**config.mk**
```make
export PLATFORM = sky130hd
export DESIGN_NAME = literal_gen
export DESIGN_NICKNAME = d
export VERILOG_FILES = /design/src/rtl/literal_gen_pkg.sv /design/src/rtl/literal_gen_debounce_bit.sv /design/src/rtl/literal_gen.sv
export VERILOG_INCLUDE_DIRS = /design/src /design/src/rtl
export SDC_FILE = /design/constraint.sdc
export NUM_CORES = 1
export LEC_CHECK = 0
export ABC_AREA = 1
export BUFFER_PORTS_ARGS = -buffer_cell sky130_fd_sc_hd__buf_2
export CORE_AREA = 2 2 80 75
export CTS_BUF_LIST = sky130_fd_sc_hd__clkbuf_4
export DETAILED_ROUTE_END_ITERATION = 6
export DIE_AREA = 0 0 82 77
export MAX_ROUTING_LAYER = met4
export PLACE_DENSITY_LB_ADDON = 0.3
export SETUP_SLACK_MARGIN = 0.2
export SLEW_MARGIN = 20
export SYNTH_ARGS = -nofsm -noshare
export SYNTH_HDL_FRONTEND = slang
export SYNTH_SLANG_ARGS = --single-unit
```
**constraint.sdc**
```tcl
create_clock -name clk -period 2.53 [get_ports clk]
set_input_delay 0 -clock clk [delete_from_list [all_inputs] [get_ports clk]]
set_output_delay 0 -clock clk [all_outputs]
set_load 0.01 [all_outputs]
```
**src/rtl/literal_defs.vh**
```
// rtl/literal_defs.vh - shared defaults and reset literal values for literal_gen
`ifndef LITERAL_DEFS_VH
`define LITERAL_DEFS_VH

`define LIT_SYNC_STAGES_DEF 2
`define LIT_DB_CYCLES_DEF   4
`define LIT_RST_TRUE        1'b0
`define LIT_RST_COMP        1'b1

`endif

```
**src/rtl/literal_gen_pkg.sv**
```systemverilog
// rtl/literal_gen_pkg.sv - constants shared by literal_gen, debounce_bit and the bench
`include "literal_defs.vh"

package literal_gen_pkg;

  localparam int   SYNC_STAGES_DEF = `LIT_SYNC_STAGES_DEF;
  localparam int   DB_CYCLES_DEF   = `LIT_DB_CYCLES_DEF;
  localparam logic RST_TRUE        = `LIT_RST_TRUE;
  localparam logic RST_COMP        = `LIT_RST_COMP;
  localparam int   N_LIT           = 4;

  // Bit positions of the literals inside the packed true-value vector
  typedef enum logic [1:0] {
    LIT_A = 2'd0,
    LIT_B = 2'd1,
    LIT_C = 2'd2,
    LIT_D = 2'd3
  } lit_idx_e;

endpackage

```
**src/rtl/literal_gen_debounce_bit.sv**
```systemverilog
// rtl/literal_gen_debounce_bit.sv - synchronizer chain plus consecutive-edge debounce for one bit
module debounce_bit
  import literal_gen_pkg::*;
#(
  parameter int SYNC_STAGES = SYNC_STAGES_DEF,
  parameter int DB_CYCLES   = DB_CYCLES_DEF
) (
  input  logic clk,
  input  logic rst_n,
  input  logic raw,
  output logic filt_d
);

  localparam logic [3:0] DB_LAST = 4'(DB_CYCLES - 1);

  logic [SYNC_STAGES-1:0] sync_q;
  logic                   synced;
  logic                   filt_q;
  logic [3:0]             cnt_q;
  logic [3:0]             cnt_d;

  assign synced = sync_q[SYNC_STAGES-1];

  // Synchronizer chain: the raw level is never used before the last stage
  always_ff @(posedge clk or negedge rst_n) begin
    if (!rst_n) begin
      sync_q <= '0;
    end else begin
      sync_q <= {sync_q[SYNC_STAGES-2:0], raw};
    end
  end

  // Next filtered value and counter: toggle on the DB_CYCLES-th consecutive differing edge
  always_comb begin
    filt_d = filt_q;
    cnt_d  = '0;
    if (synced != filt_q) begin
      if (cnt_q >= DB_LAST) begin
        filt_d = ~filt_q;
        cnt_d  = '0;
      end else begin
        cnt_d = cnt_q + 4'd1;
      end
    end
  end

  // Filter state register
  always_ff @(posedge clk or negedge rst_n) begin
    if (!rst_n) begin
      filt_q <= 1'b0;
      cnt_q  <= '0;
    end else begin
      filt_q <= filt_d;
      cnt_q  <= cnt_d;
    end
  end

endmodule

```
**src/rtl/literal_gen.sv**
```systemverilog
// rtl/literal_gen.sv - debounced true/complement literal generator with hold, change pulse and warm-up valid
module literal_gen
  import literal_gen_pkg::*;
#(
  parameter int SYNC_STAGES = SYNC_STAGES_DEF,
  parameter int DB_CYCLES   = DB_CYCLES_DEF
) (
  input  logic clk,
  input  logic rst_n,
  input  logic raw_a,
  input  logic raw_b,
  input  logic raw_c,
  input  logic raw_d,
  input  logic hold,
  output logic A,
  output logic Ab,
  output logic B,
  output logic Bb,
  output logic C,
  output logic Db,
  output logic valid,
  output logic chg
);

  localparam logic [3:0] DB_LAST = 4'(DB_CYCLES - 1);

  logic [N_LIT-1:0]       raw_vec;
  logic [N_LIT-1:0]       filt_d;
  logic [N_LIT-1:0]       lit_load;
  logic [N_LIT-1:0]       lit_q;
  // Complement flops for the D, B and A literals, in that order
  logic [2:0]             lit_n_q;
  logic [SYNC_STAGES-1:0] warm_pipe;
  logic [3:0]             warm_cnt;

  assign raw_vec = {raw_d, raw_c, raw_b, raw_a};

  for (genvar gi = 0; gi < N_LIT; gi++) begin : g_db
    debounce_bit #(
      .SYNC_STAGES(SYNC_STAGES),
      .DB_CYCLES  (DB_CYCLES)
    ) u_db (
      .clk   (clk),
      .rst_n (rst_n),
      .raw   (raw_vec[gi]),
      .filt_d(filt_d[gi])
    );
  end

  // Outputs follow the filter's next value so they update on the same edge it toggles
  always_comb begin
    lit_load = lit_q;
    if (!hold) begin
      lit_load = filt_d;
    end
  end

  // Literal registers: true and complement flops load together; chg gated by pre-edge valid
  always_ff @(posedge clk or negedge rst_n) begin
    if (!rst_n) begin
      lit_q   <= {N_LIT{RST_TRUE}};
      lit_n_q <= {3{RST_COMP}};
      chg     <= 1'b0;
    end else begin
      lit_q   <= lit_load;
      lit_n_q <= ~{lit_load[LIT_D], lit_load[LIT_B], lit_load[LIT_A]};
      chg     <= valid && (lit_load != lit_q);
    end
  end

  // Warm-up: a shift chain covers the sync depth, a 4-bit counter covers the debounce depth
  always_ff @(posedge clk or negedge rst_n) begin
    if (!rst_n) begin
      warm_pipe <= '0;
      warm_cnt  <= '0;
      valid     <= 1'b0;
    end else begin
      warm_pipe <= {warm_pipe[SYNC_STAGES-2:0], 1'b1};
      if (warm_pipe[SYNC_STAGES-1] && !valid) begin
        if (warm_cnt >= DB_LAST) begin
          valid <= 1'b1;
        end else begin
          warm_cnt <= warm_cnt + 4'd1;
        end
      end
    end
  end

  assign A  = lit_q[LIT_A];
  assign Ab = lit_n_q[0];
  assign B  = lit_q[LIT_B];
  assign Bb = lit_n_q[1];
  assign C  = lit_q[LIT_C];
  assign Db = lit_n_q[2];

endmodule

```
==> impl_metrics.py <==
metrics = {
    "grt": {
        "grt_max_degree": 44,
        "use_met1_pct": 9.65,
        "antenna_found_initial": 0,
        "grt_usage_pct": 8.89,
        "met3_usage_pct": 3.88,
        "grt_overflow": 0,
        "first_global_vias": 904,
        "use_met2_pct": 13.4,
        "grt.busiest_layer": "met2",
        "grt_pass1_wl_um": 4020,
    },
    "timing": {
        "report.final.slew_viol_count": 0,
        "setup_tns_ns": 0,
        "timing.fmax_ghz": 0.759,
        "setup_viol": 0,
        "hold_slack_ns": 0.0184,
        "slew_headroom_pct": 38.5,
        "period_share_pct": 52.1,
        "finalHoldViolCount": 0,
        "rsz0062_at_grt": "false",
        "worst_pin_slew_ns": 0.923,
        "period_needed_ns": 1.32,
        "clock_skew_ns": 0.0192,
    },
    "clocking": {
        "cts_tree": "done",
        "root_buffer": "clkbuf_4",
        "cts_max_level": 2,
        "clk_pin_slew_ns": 0.14,
        "cts_buffers": 5,
        "max-clock-path-buffers": 2,
        "cts_resized": 0,
        "cts_sinks": 43,
        "clk_latency_ns": 0.36,
    },
    "worst_hold_path": {
        "hp-class": "in -> reg",
    },
    "detailed_routing": {
        "dr.pass1.iters": 4,
        "drc": 0,
        "vias": 915,
        "routed_wl_um": 2280,
        "routed_via_density": 3.94,
        "drt_iter0_markers": 56,
        "antenna_left": 0,
        "wl_per_cell_um": 9.82,
    },
    "yosys": {
        "netlist_area_um2": 1600,
        "synth_seq_area_share_pct": 67.6,
        "yosysWarnings": 0,
        "synthDistinctLibCells": 25,
        "synth_top_area_share_pct": 62.6,
        "synth_area_leaders": "dfrtp_1 63%, dfstp_2 4.9%, ha_1 3.9%",
        "synth.largest_area_cell": "dfrtp_1",
        "synth_seq_cells": 43,
        "synthCells": 131,
        "syn_area_per_cell_um2": 12.2,
    },
    "final_layout": {
        "drive_gt1_share_pct": 25.3,
        "multi_input_area_um2": 465,
        "register_area_um2": 1080,
        "fin_nets": 173,
        "area_growth_pct": 18.6,
        "n_antenna_cell": 0,
        "fillers": 559,
    },
    "critical_path": {
        "path_max_fanout": 2,
        "end_kind": "register",
        "worstPathArrival_ns": 1.57,
        "worst-endpoint-required_ns": 2.79,
        "critPathKind": "reg -> reg",
        "startpoint_type": "register",
    },
    "power": {
        "switching_share_pct": 24.8,
        "leakage_nw": 0.916,
        "p_seq_share_pct": 57.1,
        "clkPwrFrac_pct": 31.2,
        "powerDensity_nw_per_um2": 722,
        "peakVddDrop_mv": 0.242,
        "p_int_mw": 1.03,
        "p_switching_uw": 339,
        "p_comb_share_pct": 11.7,
    },
    "die": {
        "die_x_um": 82,
        "placementRows": 26,
        "design.core.area_um2": 5470,
        "ios": 15,
        "die_h_um": 77,
        "initial_core_util_pct": 29.2,
        "die-area_um2": 6310,
    },
    "job": {
        "cap_viol_max_count": 0,
    },
    "outcome": {
        "outcome": "finished clean",
    },
    "placement": {
        "post-dp-hpwl_um": 1620,
        "io_buffers": 14,
        "gp_congestion": 0.693,
    },
}
[cells in the mapped netlist, drive strengths merged]
library cell / instances
dfrtp: 40
nand2: 21
inv: 16
nand3: 9
nor2: 6
ha: 5
nand4: 5
nor3: 5
o21ai: 5
xnor2: 5
nor3b: 4
dfstp: 3
conb: 2
a21oi: 1
buf: 1
clkbuf: 1
dlygate4sd3: 1
mux2: 1
[cell type report]
class / count / share of cell area [%]
well taps: 70 / 4.62
clock inverters: 3 / 2.31
clock buffers: 5 / 1.98
flip-flops and latches: 43 / 57.0
inverters: 16 / 3.17
multi-input cells: 76 / 24.6
repair buffers: 19 / 6.34
[state kept, by name (all words and copies together) (netlist names)]
register / count
warm_pipe: 2
g_db.u_db.cnt_q: 16
lit_n_q: 3
valid: 1
chg: 1
g_db.u_db.filt_q: 4
g_db.u_db.sync_q: 8
warm_cnt: 4
lit_q: 4
[path summary, 6_finish.rpt]
check / depth (start not counted) / from / end / slack, ns
worst min register to register: 0 / warm_pipe[0] / warm_pipe[1] / 0.36
min in group asynchronous: 2 / rst_n / g_db[2].u_db.cnt_q[3] / 0.30
max in group asynchronous: 2 / rst_n / lit_q[3] / 1.65
worst max-delay path: 4 / warm_cnt[0] / warm_cnt[1] / 1.21
worst max register to register: 4 / warm_cnt[0] / warm_cnt[1] / 1.21
worst min-delay path: 4 / hold / lit_q[1] / 0.02
[cell families (layout without fill, tap and decap cells)]
| kind of cell | count (synthesis) | after routing | synth area share, % |
|---|---|---|---|
| muxes | 1 | 1 | 0.939 |
| xor gates and xnor gates | 5 | 5 | 2.74 |
| adders and majority gates | 5 | 5 | 3.92 |
| AOI/OAI and AO/OA | 6 | 6 | 1.88 |
| buffers and inverters | 19 | 43 | 4.93 |
| DFF | 43 | 43 | 67.6 |
| other | 2 | 9 | 0.470 |
| and+or+nand+nor | 50 | 50 | 17.5 |
[per-layer routing]
metal / vias up / part of all wire, %
li1: 468 / -
met1: 426 / 45
met2: 14 / 47
met3: 7 / 5.0
met4: 0 / 3.0
met5: - / 0
[worst max-delay path, cell delays in order (launching register included)]
cell and delay, ns:
dfrtp_1 0.42, ha_1 0.23, nor3_2 0.15, nand3_2 0.12, mux2_4 0.31
[through the flow]
step	util, %	instances	instance area, um2	power, mW	worst slack (ns)
global placement	32.3	219	1760	0.941	1.26
detailed placement	32.3	219	1760	0.952	1.23
finish	34.7	232	1890	1.37	1.21
CTS	34.7	232	1890	1.39	1.21
floorplan	-	138	1620	0.894	1.30
global route	34.7	232	1890	1.44	1.08
[what timing repair did]
item | in CTS | in global routing
setup buffers | 0 | 0
hold endpoints to repair | 44 | 0
hold buffers | 5 | 0
[power by group through the flow]
stage               logic [mW]  registers (mW)  clock network, mW
floorplan               0.0971           0.797                  0
global placement         0.148           0.793                  0
detailed placement       0.156           0.796                  0
CTS                      0.163           0.783              0.445
global route             0.181           0.789              0.475
finish                   0.160           0.781              0.427
[placed cells by master, fill, tap and decap left out]
cell	Yosys	routed
dfrtp_1	40	40
inv_1	15	15
nand2_1	14	14
buf_2	1	14
conb_1	2	9
nand2_2	7	7
nand3_1	7	7
xnor2_1	5	5
nand4_1	5	5
ha_1	5	5
clkbuf_4	0	5
dlygate4sd3_1	1	5
nor3b_1	4	4
nor3_1	4	4
nor2_2	3	3
o21ai_1	3	3
dfstp_2	3	3
o21ai_0	2	2
nand3_2	2	2
nor2_1	2	2
inv_2	1	1
nor2_4	1	1
a21oi_1	1	1
nor3_2	1	1
mux2_4	1	1
bufinv_16	0	1
clkinv_4	0	1
clkinv_2	0	1
No activity file was read; power rests on OpenSTA's default activity.
